### config.mk
export PLATFORM = sky130hd
export DESIGN_NAME = psum_requant
export DESIGN_NICKNAME = d
export VERILOG_FILES = /design/src/rtl/psum_requant_pkg.sv /design/src/rtl/psum_requant_lane.sv /design/src/rtl/psum_requant.sv
export SDC_FILE = /design/constraint.sdc
export NUM_CORES = 2
export LEC_CHECK = 0
export ABC_CLOCK_PERIOD_IN_PS = 9830
export BUFFER_PORTS_ARGS = -buffer_cell sky130_fd_sc_hd__buf_4
export CAP_MARGIN = 30
export CORE_MARGIN = 2
export CORE_UTILIZATION = 55
export DETAILED_ROUTE_END_ITERATION = 7
export GPL_TIMING_DRIVEN = 0
export PLACE_DENSITY = 0.72
export SLEW_MARGIN = 0
export SYNTH_ARGS = -nofsm -noshare
export SYNTH_HDL_FRONTEND = slang
export SYNTH_HIERARCHICAL = 1
export SYNTH_SLANG_ARGS = --single-unit
### constraint.sdc
create_clock -name clk -period 9.83 [get_ports clk]
set_clock_uncertainty 0.15 [all_clocks]
set_input_delay 1.4745 -clock clk [delete_from_list [all_inputs] [get_ports clk]]
set_output_delay 1.4745 -clock clk [all_outputs]
set_load 0.005 [all_outputs]
### src/rtl/psum_requant_pkg.sv
// Shared constants and types for the partial-sum requantization output stage.
package psum_requant_pkg;

    // Lane count is shared with the partial-sum accumulator (3x3 window).
    localparam int LANES = 9;

    // Datapath widths.
    localparam int AW = 32;   // signed accumulator lane
    localparam int MW = 16;   // unsigned scale
    localparam int SW = 5;    // shift amount, 0..31
    localparam int OW = 8;    // signed output activation

    // Lane index width.
    localparam int LW = $clog2(LANES);

    // Internal widths of the requant pipeline.
    localparam int SUMW  = AW + 1;        // bias-added lane
    localparam int PRODW = AW + MW + 2;   // scaled lane

    // Output saturation limits.
    localparam int OUT_MAX = (1 << (OW - 1)) - 1;
    localparam int OUT_MIN = -(1 << (OW - 1));

    typedef enum logic {
        ST_IDLE = 1'b0,
        ST_BUSY = 1'b1
    } state_t;

endpackage

### src/rtl/psum_requant_lane.sv
// Three-stage requantization datapath for one lane at a time:
// bias add, scale multiply, rounding shift with ReLU and saturation.
// Each lane carries its own scale/shift/relu/index so vectors can overlap.
module requant_lane
    import psum_requant_pkg::*;
(
    input  logic          clk,
    input  logic          rst_n,
    input  logic          stall,
    input  logic          issue,
    input  logic [AW-1:0] lane_data,
    input  logic [AW-1:0] bias,
    input  logic [MW-1:0] scale,
    input  logic [SW-1:0] shift,
    input  logic          relu_en,
    input  logic [LW-1:0] lane_idx,
    output logic          out_valid,
    output logic [OW-1:0] dout,
    output logic [LW-1:0] out_lane,
    output logic          out_last
);

    localparam logic signed [PRODW:0] SAT_MAX = (PRODW + 1)'(OUT_MAX);
    localparam logic signed [PRODW:0] SAT_MIN = (PRODW + 1)'(OUT_MIN);

    // Stage 1 registers
    logic                   s1_valid;
    logic signed [SUMW-1:0] s1_sum;
    logic [MW-1:0]          s1_scale;
    logic [SW-1:0]          s1_shift;
    logic                   s1_relu;
    logic [LW-1:0]          s1_idx;

    // Stage 2 registers
    logic                    s2_valid;
    logic signed [PRODW-1:0] s2_prod;
    logic [SW-1:0]           s2_shift;
    logic                    s2_relu;
    logic [LW-1:0]           s2_idx;

    // Combinational helpers
    logic signed [SUMW-1:0]  sum_next;
    logic signed [PRODW-1:0] prod_a;
    logic signed [PRODW-1:0] prod_b;
    logic signed [PRODW-1:0] prod_next;
    logic signed [PRODW:0]   rnd_add;
    logic signed [PRODW:0]   rnd_sum;
    logic signed [PRODW:0]   shifted;
    logic signed [PRODW:0]   clipped;
    logic [OW-1:0]           sat_val;

    // Bias add: both operands sign-extended by one bit, so no overflow.
    always_comb begin
        sum_next = $signed({lane_data[AW-1], lane_data}) + $signed({bias[AW-1], bias});
    end

    // Scale multiply: scale is zero-extended so the product is signed x non-negative.
    always_comb begin
        prod_a    = PRODW'(s1_sum);
        prod_b    = $signed({{(PRODW - MW){1'b0}}, s1_scale});
        prod_next = prod_a * prod_b;
    end

    // Round half toward +inf, arithmetic shift, optional ReLU, then saturate.
    always_comb begin
        rnd_add = '0;
        if (s2_shift != '0) begin
            rnd_add[s2_shift - SW'(1)] = 1'b1;
        end
        rnd_sum = $signed({s2_prod[PRODW-1], s2_prod}) + rnd_add;
        shifted = rnd_sum >>> s2_shift;

        if (s2_relu && shifted[PRODW]) begin
            clipped = '0;
        end else begin
            clipped = shifted;
        end

        if (clipped > SAT_MAX) begin
            sat_val = SAT_MAX[OW-1:0];
        end else if (clipped < SAT_MIN) begin
            sat_val = SAT_MIN[OW-1:0];
        end else begin
            sat_val = clipped[OW-1:0];
        end
    end

    // Stage 1: capture the issued lane with its bias sum and parameter sideband.
    always_ff @(posedge clk or negedge rst_n) begin
        if (!rst_n) begin
            s1_valid <= 1'b0;
            s1_sum   <= '0;
            s1_scale <= '0;
            s1_shift <= '0;
            s1_relu  <= 1'b0;
            s1_idx   <= '0;
        end else if (!stall) begin
            s1_valid <= issue;
            if (issue) begin
                s1_sum   <= sum_next;
                s1_scale <= scale;
                s1_shift <= shift;
                s1_relu  <= relu_en;
                s1_idx   <= lane_idx;
            end
        end
    end

    // Stage 2: scaled product and remaining sideband.
    always_ff @(posedge clk or negedge rst_n) begin
        if (!rst_n) begin
            s2_valid <= 1'b0;
            s2_prod  <= '0;
            s2_shift <= '0;
            s2_relu  <= 1'b0;
            s2_idx   <= '0;
        end else if (!stall) begin
            s2_valid <= s1_valid;
            if (s1_valid) begin
                s2_prod  <= prod_next;
                s2_shift <= s1_shift;
                s2_relu  <= s1_relu;
                s2_idx   <= s1_idx;
            end
        end
    end

    // Stage 3: registered output; data held on bubbles so it stays stable.
    always_ff @(posedge clk or negedge rst_n) begin
        if (!rst_n) begin
            out_valid <= 1'b0;
            dout      <= '0;
            out_lane  <= '0;
            out_last  <= 1'b0;
        end else if (!stall) begin
            out_valid <= s2_valid;
            if (s2_valid) begin
                dout     <= sat_val;
                out_lane <= s2_idx;
                out_last <= (s2_idx == LW'(LANES - 1));
            end
        end
    end

endmodule

### src/rtl/psum_requant.sv
// Requantization output stage: buffers one accumulator vector with its
// parameters and issues its lanes one per cycle into the requant pipeline.
//
// state   | meaning
// --------+----------------------------------------------------------
// ST_IDLE | vector buffer free; accept next vector when not stalled
// ST_BUSY | issuing buffered lanes 0..LANES-1, one per unstalled cycle
module psum_requant
    import psum_requant_pkg::*;
(
    input  logic                clk,
    input  logic                rst_n,
    input  logic                in_valid,
    output logic                in_ready,
    input  logic [LANES*AW-1:0] din,
    input  logic [AW-1:0]       bias,
    input  logic [MW-1:0]       scale,
    input  logic [SW-1:0]       shift,
    input  logic                relu_en,
    output logic                out_valid,
    input  logic                out_ready,
    output logic [OW-1:0]       dout,
    output logic [LW-1:0]       out_lane,
    output logic                out_last
);

    state_t              state;
    logic [LW-1:0]       lane_cnt;
    logic [LANES*AW-1:0] din_q;
    logic [AW-1:0]       bias_q;
    logic [MW-1:0]       scale_q;
    logic [SW-1:0]       shift_q;
    logic                relu_q;

    logic                stall;
    logic                issue;
    logic [AW-1:0]       lane_data;

    // Backpressure freezes the whole block; no accept or issue while frozen.
    always_comb begin
        stall     = out_valid && !out_ready;
        in_ready  = (state == ST_IDLE) && !stall;
        issue     = (state == ST_BUSY) && !stall;
        lane_data = din_q[int'(lane_cnt) * AW +: AW];
    end

    // FSM, vector buffer and lane counter.
    always_ff @(posedge clk or negedge rst_n) begin
        if (!rst_n) begin
            state    <= ST_IDLE;
            lane_cnt <= '0;
            din_q    <= '0;
            bias_q   <= '0;
            scale_q  <= '0;
            shift_q  <= '0;
            relu_q   <= 1'b0;
        end else if (!stall) begin
            case (state)
                ST_IDLE: begin
                    if (in_valid && in_ready) begin
                        din_q    <= din;
                        bias_q   <= bias;
                        scale_q  <= scale;
                        shift_q  <= shift;
                        relu_q   <= relu_en;
                        lane_cnt <= '0;
                        state    <= ST_BUSY;
                    end
                end
                ST_BUSY: begin
                    if (lane_cnt == LW'(LANES - 1)) begin
                        lane_cnt <= '0;
                        state    <= ST_IDLE;
                    end else begin
                        lane_cnt <= lane_cnt + LW'(1);
                    end
                end
                default: begin
                    lane_cnt <= '0;
                    state    <= ST_IDLE;
                end
            endcase
        end
    end

    requant_lane u_lane (
        .clk       (clk),
        .rst_n     (rst_n),
        .stall     (stall),
        .issue     (issue),
        .lane_data (lane_data),
        .bias      (bias_q),
        .scale     (scale_q),
        .shift     (shift_q),
        .relu_en   (relu_q),
        .lane_idx  (lane_cnt),
        .out_valid (out_valid),
        .dout      (dout),
        .out_lane  (out_lane),
        .out_last  (out_last)
    );

endmodule

### After elaboration in Yosys (flattened, before gate mapping)

Index checks and enable logic that the tools add are counted.

| word-level totals | value |
|---|---|
| register bits after elaboration | 482 |
| output and inout bits | 15 |
| logic and storage cells | 64 |

| operators by class | value |
|---|---|
| add/sub/neg operators | 4 |
| multiply operators | 1 |
| magnitude comparators | 4 |
| eq/ne operators | 3 |
| shifts and indexed selects | 2 |
| mux-type cells | 12 |
| bitwise logic cells | 2 |
| reductions and logical operators | 14 |

Operator list:

| operator | number |
|---|---|
| 288-bit by 10-bit variable part select with 32-bit output | 1 |
| 50-bit by 33-bit adder with 51-bit output | 1 |
| 51-bit by 8-bit greater-than comparator with 1-bit output (second input constant) | 1 |
| 51-bit by 8-bit less-than comparator with 1-bit output (second input constant) | 1 |
| 51-bit 2-to-1 mux | 1 |
| 51-bit by 5-bit >>> shifter with 51-bit output | 1 |
| 33-bit by 17-bit multiplier with 50-bit output | 1 |
| 32-bit by 32-bit adder with 33-bit output | 1 |
| 32-bit 2-to-1 mux | 1 |
| 8-bit 2-to-1 mux | 2 |
| 4-bit equality test (second input constant) | 2 |
| 4-bit 2-to-1 mux | 2 |
| 4-bit case mux with 2 select lines | 1 |
| 2-bit AND reduction | 4 |
| 5-bit by 7-bit less-than comparator with 1-bit output (second input constant) | 1 |
| 1-bit logical AND | 6 |
| 1-bit demux with 5-bit select | 1 |
| 5-bit by 1-bit >= comparator with 1-bit output (second input constant) | 1 |
| 5-bit nonzero test | 1 |
| 5-bit by 1-bit subtractor with 5-bit output (second input constant) | 1 |
| 4-bit by 1-bit adder with 4-bit output (second input constant) | 1 |
| 1-bit 2-to-1 mux | 3 |
| 3-bit AND reduction | 1 |
| 1-bit zero test | 2 |
| 3 further kinds | 4 |

### Logic depth before layout (Yosys ltp)

| logic depth | value |
|---|---|
| depth in word-level cells | 13 |
| mapped depth | 30 |
| gate-level depth less buffers | 28 |

### Hierarchy

The synthesis kept the hierarchy.

Modules (own cells, without submodules):

| module | times used | cells each | area each (um2) | seq. area each (um2) |
|---|---|---|---|---|
| requant_lane | 1 | 3,959 | 32,605.0 | 3,378.2 |
| psum_requant | 1 | 1,012 | 16,402.0 | 8,683.3 |

### Least setup slack after synthesis

OpenSTA, ideal clock, no wires.

| path | value |
|---|---|
| kind | reg-to-reg |
| start point | register u_lane.s1_scale[5] |
| end point | register u_lane.s2_prod[44] |
| arrival time | 7.050 ns |
| slack | 2.504 ns |
| stages on the path, launching flop included | 27 |
| buffers on the path | 2 |
| cells stage by stage | dfrtp_1 -> clkbuf_1 -> clkbuf_1 -> nand2_1 -> fa_1 -> inv_1 -> fa_1 -> fa_1 -> fa_1 -> inv_1 -> fa_1 -> inv_1 -> fa_1 -> ha_1 -> a21o_1 -> a21oi_1 -> nand2_1 -> o21ai_0 -> a211oi_1 -> nor3_1 -> nor3_1 -> o41ai_1 -> a211oi_1 -> o31ai_1 -> a21oi_1 -> or2_2 -> a221o_1 |

| on the way | value |
|---|---|
| longest elaborated chain between the ends | 1 |

RTL lines:

| element | line | source |
|---|---|---|
| from (decl) | psum_requant_lane.sv:29 | `logic [MW-1:0] s1_scale;` |
| from (signal assigned) | psum_requant_lane.sv:101 | `s1_scale <= scale;` |
| 33-bit by 17-bit multiplier with 50-bit output | psum_requant_lane.sv:61 | `prod_next = prod_a * prod_b;` |
| to (signal assigned) | psum_requant_lane.sv:120 | `s2_prod <= prod_next;` |
| to (decl) | psum_requant_lane.sv:36 | `logic signed [PRODW-1:0] s2_prod;` |

Every way passes these cells.
A chain may end at the register's enable or synchronous reset.

### Worst setup path in the final report

| path | value |
|---|---|
| start point | register u_lane.s2_shift[0] |
| end point | register u_lane.dout[6] |

| on the way | value |
|---|---|
| longest elaborated chain between the ends | 13 |
| elaborated cells between the ends (all ways) | 16 |

RTL lines:

| element | line | source |
|---|---|---|
| from (decl) | psum_requant_lane.sv:37 | `logic [SW-1:0] s2_shift;` |
| from (signal assigned) | psum_requant_lane.sv:121 | `s2_shift <= s1_shift;` |
| 5-bit by 1-bit subtractor with 5-bit output | psum_requant_lane.sv:68 | `rnd_add[s2_shift - SW'(1)] = 1'b1;` |
| 5-bit by 7-bit less-than comparator with 1-bit output (not written as such) / 5-bit by 1-bit >= comparator with 1-bit output (equally long branches) | psum_requant_lane.sv:68 |  |
| 1-bit logical AND (not written as such) | psum_requant_lane.sv:68 |  |
| 1-bit 2-to-1 mux (not written as such) | psum_requant_lane.sv:68 |  |
| 1-bit demux with 5-bit select | -- |  |
| 32-bit 2-to-1 mux | psum_requant_lane.sv:67 | `if (s2_shift != '0) begin` |
| 50-bit by 33-bit adder with 51-bit output | psum_requant_lane.sv:70 | `rnd_sum = $signed({s2_prod[PRODW-1], s2_prod}) + rnd_add;` |
| 51-bit by 5-bit >>> shifter with 51-bit output * | psum_requant_lane.sv:71 | `shifted = rnd_sum >>> s2_shift;` |
| 1-bit logical AND | psum_requant_lane.sv:73 | `if (s2_relu && shifted[PRODW]) begin` |
| 51-bit 2-to-1 mux * | psum_requant_lane.sv:73 |  |
| 51-bit by 8-bit less-than comparator with 1-bit output | psum_requant_lane.sv:81 | `end else if (clipped < SAT_MIN) begin` |
| 8-bit 2-to-1 mux | psum_requant_lane.sv:81 |  |
| 8-bit 2-to-1 mux * | psum_requant_lane.sv:79 | `if (clipped > SAT_MAX) begin` |
| to (signal assigned) | psum_requant_lane.sv:138 | `dout <= sat_val;` |
| to (decl) | psum_requant_lane.sv:18 | `output logic [OW-1:0] dout,` |

Every way passes the cells marked *; elsewhere a longest branch is shown, timed or not.

==> out/metrics.yaml <==
worstSetupStartpointType: "flip-flop"
r2r-end: "u_lane/dout[6]"
clock_latency_ns: 0.65
firstDrtPassIters: 6
drt-total-wl_um: 180000
floorplan.initialDensity: 0.555
cts.clk_slew.worst_paths_ns: 0.06
yosysMostFrequentCell: "nand2_1"
crit_path_end_kind: "flip-flop"
dieArea_um2: 91500
slew_viol_final: 0
design_area_um2: 55200
fillers: 7342
avgSynthCellArea_um2: 9.86
final-seq-area_um2: 12100
grt_overflow_total: 0
hp-start: "lane_cnt[3]"
postSynthNetCount: 6007
multiInputGateArea_um2: 33300
cts_buffers: 53
drv_cap: 0
status: "completed"
finalHoldViolCount: 0
r2r-start: "u_lane/s2_shift[0]"
min_path_type: "reg -> reg"
ant_nets: 0
final_layout_size_suffix_gt1_frac: 0.204
vias: 41200
cts.htree.levels: 2
ys_top_cells_by_area: "dfrtp_1 (25%), fa_1 (21%), mux2_4 (8.2%)"
drt-vias-per-instance: 6.23
ys_seq_area_frac: 0.246
antenna_found_initial: 25
yosys.area.top_type: "dfrtp_1"
syn_inst: 4971
min_to: "u_lane/s1_idx[3]"
netlist-cell-type-count: 108
setup_viol: 0
fin_nets: 6430
grt_util_all_layers: 0.396
portBuffers: 360
ios: 361
ys_ff_latch: 482
grt_pass1_wl_um: 269000
grt_pass1_vias: 41900
tightest_slew_ns: 1.00
hpwl_um: 146000
rows: 109
gp_congestion: 1.04
cts_root_buffer: "clkbuf_16"
cts_max_path_buffers: 3
syn_area_um2: 49000
cts.sinks: 482
crit_start: "u_lane/s2_shift[0]"
fin_crit_ns: 9.58
clock.fmax_ghz: 0.104
synth_common_cells: "nand2_1 (658), inv_1 (587), fa_1 (505), dfrtp_1 (482), mux2_4 (269)"
drc_errors: 0
wl_per_cell_um: 27.2
synth_top_area_share: 0.246
synth_edf_count: 0
grt_max_degree: 117
reg2reg_depth: 26
syn_to_final_growth_pct: 12.7
cts_tree: "built"
setup_tns_ns: 0
yosysWarnings: 6
die_y_um: 303
final_util: 0.625
crit_fanout: 10
reg2reg_slack_ns: 0.25
core_area_um2: 88400
synth_flop_cell: "dfrtp_1"
worst_ep_required_time_ns: 10.16
placed_area_um2: 53300
rsz0062_at_grt: "false"
finalCritPeriodShare: 0.975
drtIter0Drc: 4260
cts_hold_buf: 0
worstSetupPathType: "reg -> reg"
die_width_um: 303
min_path_cells: 1
cp.arrival_ns: 9.92
slew_headroom: 0.331
async_reset_ff_frac: 1.00
==> state kept, by name (all words and copies together) (netlist names), 4 cells and up <==
name             flops
u_lane/s1_idx        4
u_lane/s2_idx        4
u_lane/s2_prod      50
din_q              288
u_lane/dout          8
u_lane/s2_shift      5
u_lane/s1_scale     16
u_lane/s1_sum       33
lane_cnt             4
scale_q             16
u_lane/out_lane      4
shift_q              5
u_lane/s1_shift      5
bias_q              32
==> stage by stage <==
stage               cells  setup slack (ns)  hold slack [ns]
floorplan            4971              2.50            0.283
global placement     6496            -0.229            0.292
detailed placement   6505             0.330            0.309
CTS                  6599             0.325            0.308
global route         6613            0.0658            0.317
finish               6619             0.249            0.306
==> cell type report <==
class	count	share of cell area
sequential	482	0.218
multi-input combinational	3604	0.604
timing repair buffer	370	0.0519
antenna	21	0.000952
buffer	293	0.0263
tap	1165	0.0264
clock inverter	23	0.00569
clock buffer	71	0.0265
inverter	590	0.0401
==> worst max-delay path by stage <==
stage                               to  slack (ns)  cells past startpoint
finish                  u_lane/dout[6]        0.25                     26
global route            u_lane/dout[6]        0.07                     26
CTS                     u_lane/dout[6]        0.33                     26
detailed placement      u_lane/dout[6]        0.33                     25
global placement        u_lane/dout[0]       -0.23                     27
floorplan           u_lane/s2_prod[44]        2.50                     26
==> routing by layer <==
metal	routed length, um	GRT usage	vias to the layer above
met5	65	0	-
met4	11300	0.204	10
met3	17900	0.0967	575
met2	82700	0.634	2364
met1	68400	0.503	20600
li1	-	-	17700
==> critical path: stages (launching register included) <==
cell and delay, ns:
dfrtp_1 0.34, clkbuf_1 0.62, clkbuf_1 0.64, clkbuf_1 0.71
buf_2 0.44, clkbuf_1 0.46, nor2_1 0.23, nand2_1 0.20
nor2_1 0.07, ha_1 0.33, buf_4 0.17, nand3_1 0.17
nor3_2 0.41, nand2_1 0.09, o21ai_0 0.45, nor4_1 0.16
buf_4 0.23, o41ai_2 0.61, a311oi_1 0.23, nor4_1 0.77
o21ai_0 0.34, a31oi_1 0.34, nor2_1 0.07, a2111oi_0 0.40
o211ai_1 0.16, o21ai_1 0.52, a21oi_1 0.15
==> logic make-up (layout without fill, tap and decap cells) <==
group / after synthesis / count (layout) / synth area share
and+or+nand+nor: 1484 / 1484 / 0.144
buffers and inverters: 885 / 1347 / 0.0748
AOI/OAI and AO/OA: 807 / 807 / 0.113
adders and majority gates: 690 / 690 / 0.254
muxes: 526 / 526 / 0.151
DFF: 482 / 482 / 0.246
xor gates and xnor gates: 96 / 96 / 0.0172
other: 1 / 22 / 0.0000765
==> cell usage in the layout (no fill, tap or decap), types with 16 or more instances in the layout <==
cell type | netlist | layout
or3_1 | 18 | 18
and2_1 | 220 | 220
o21a_1 | 25 | 25
nor2_1 | 221 | 221
fa_1 | 505 | 505
or2_2 | 17 | 17
buf_6 | 31 | 31
nor4_1 | 24 | 23
and3_1 | 17 | 17
dfrtp_1 | 482 | 482
buf_1 | 29 | 28
nand2_1 | 658 | 658
diode_2 | 0 | 21
mux4_2 | 46 | 46
xor2_1 | 35 | 35
nor3_1 | 76 | 75
a211o_1 | 16 | 16
xnor2_1 | 61 | 61
o22ai_1 | 45 | 45
a31oi_1 | 29 | 29
ha_1 | 185 | 185
nand2b_1 | 29 | 29
o211ai_1 | 30 | 30
o21ai_0 | 173 | 173
a21o_1 | 37 | 37
mux2_4 | 269 | 269
a211oi_1 | 55 | 54
buf_4 | 16 | 377
mux2i_1 | 24 | 24
nand4_1 | 40 | 40
inv_1 | 587 | 587
clkbuf_1 | 180 | 187
o31ai_1 | 49 | 49
clkbuf_16 | 0 | 53
a21oi_1 | 137 | 137
nand3_1 | 86 | 86
buf_2 | 38 | 41
mux2_2 | 187 | 187
==> repair_timing <==
| action | CTS | global route |
|---|---|---|
| gates resized for setup | 0 | 12 |
| setup buffers | 0 | 1 |
| setup endpoints to repair | 0 | 8 |
Power is left out: the tool's default activity adds up to more than one toggle a clock period on the data nets, which glitch-free logic cannot reach.
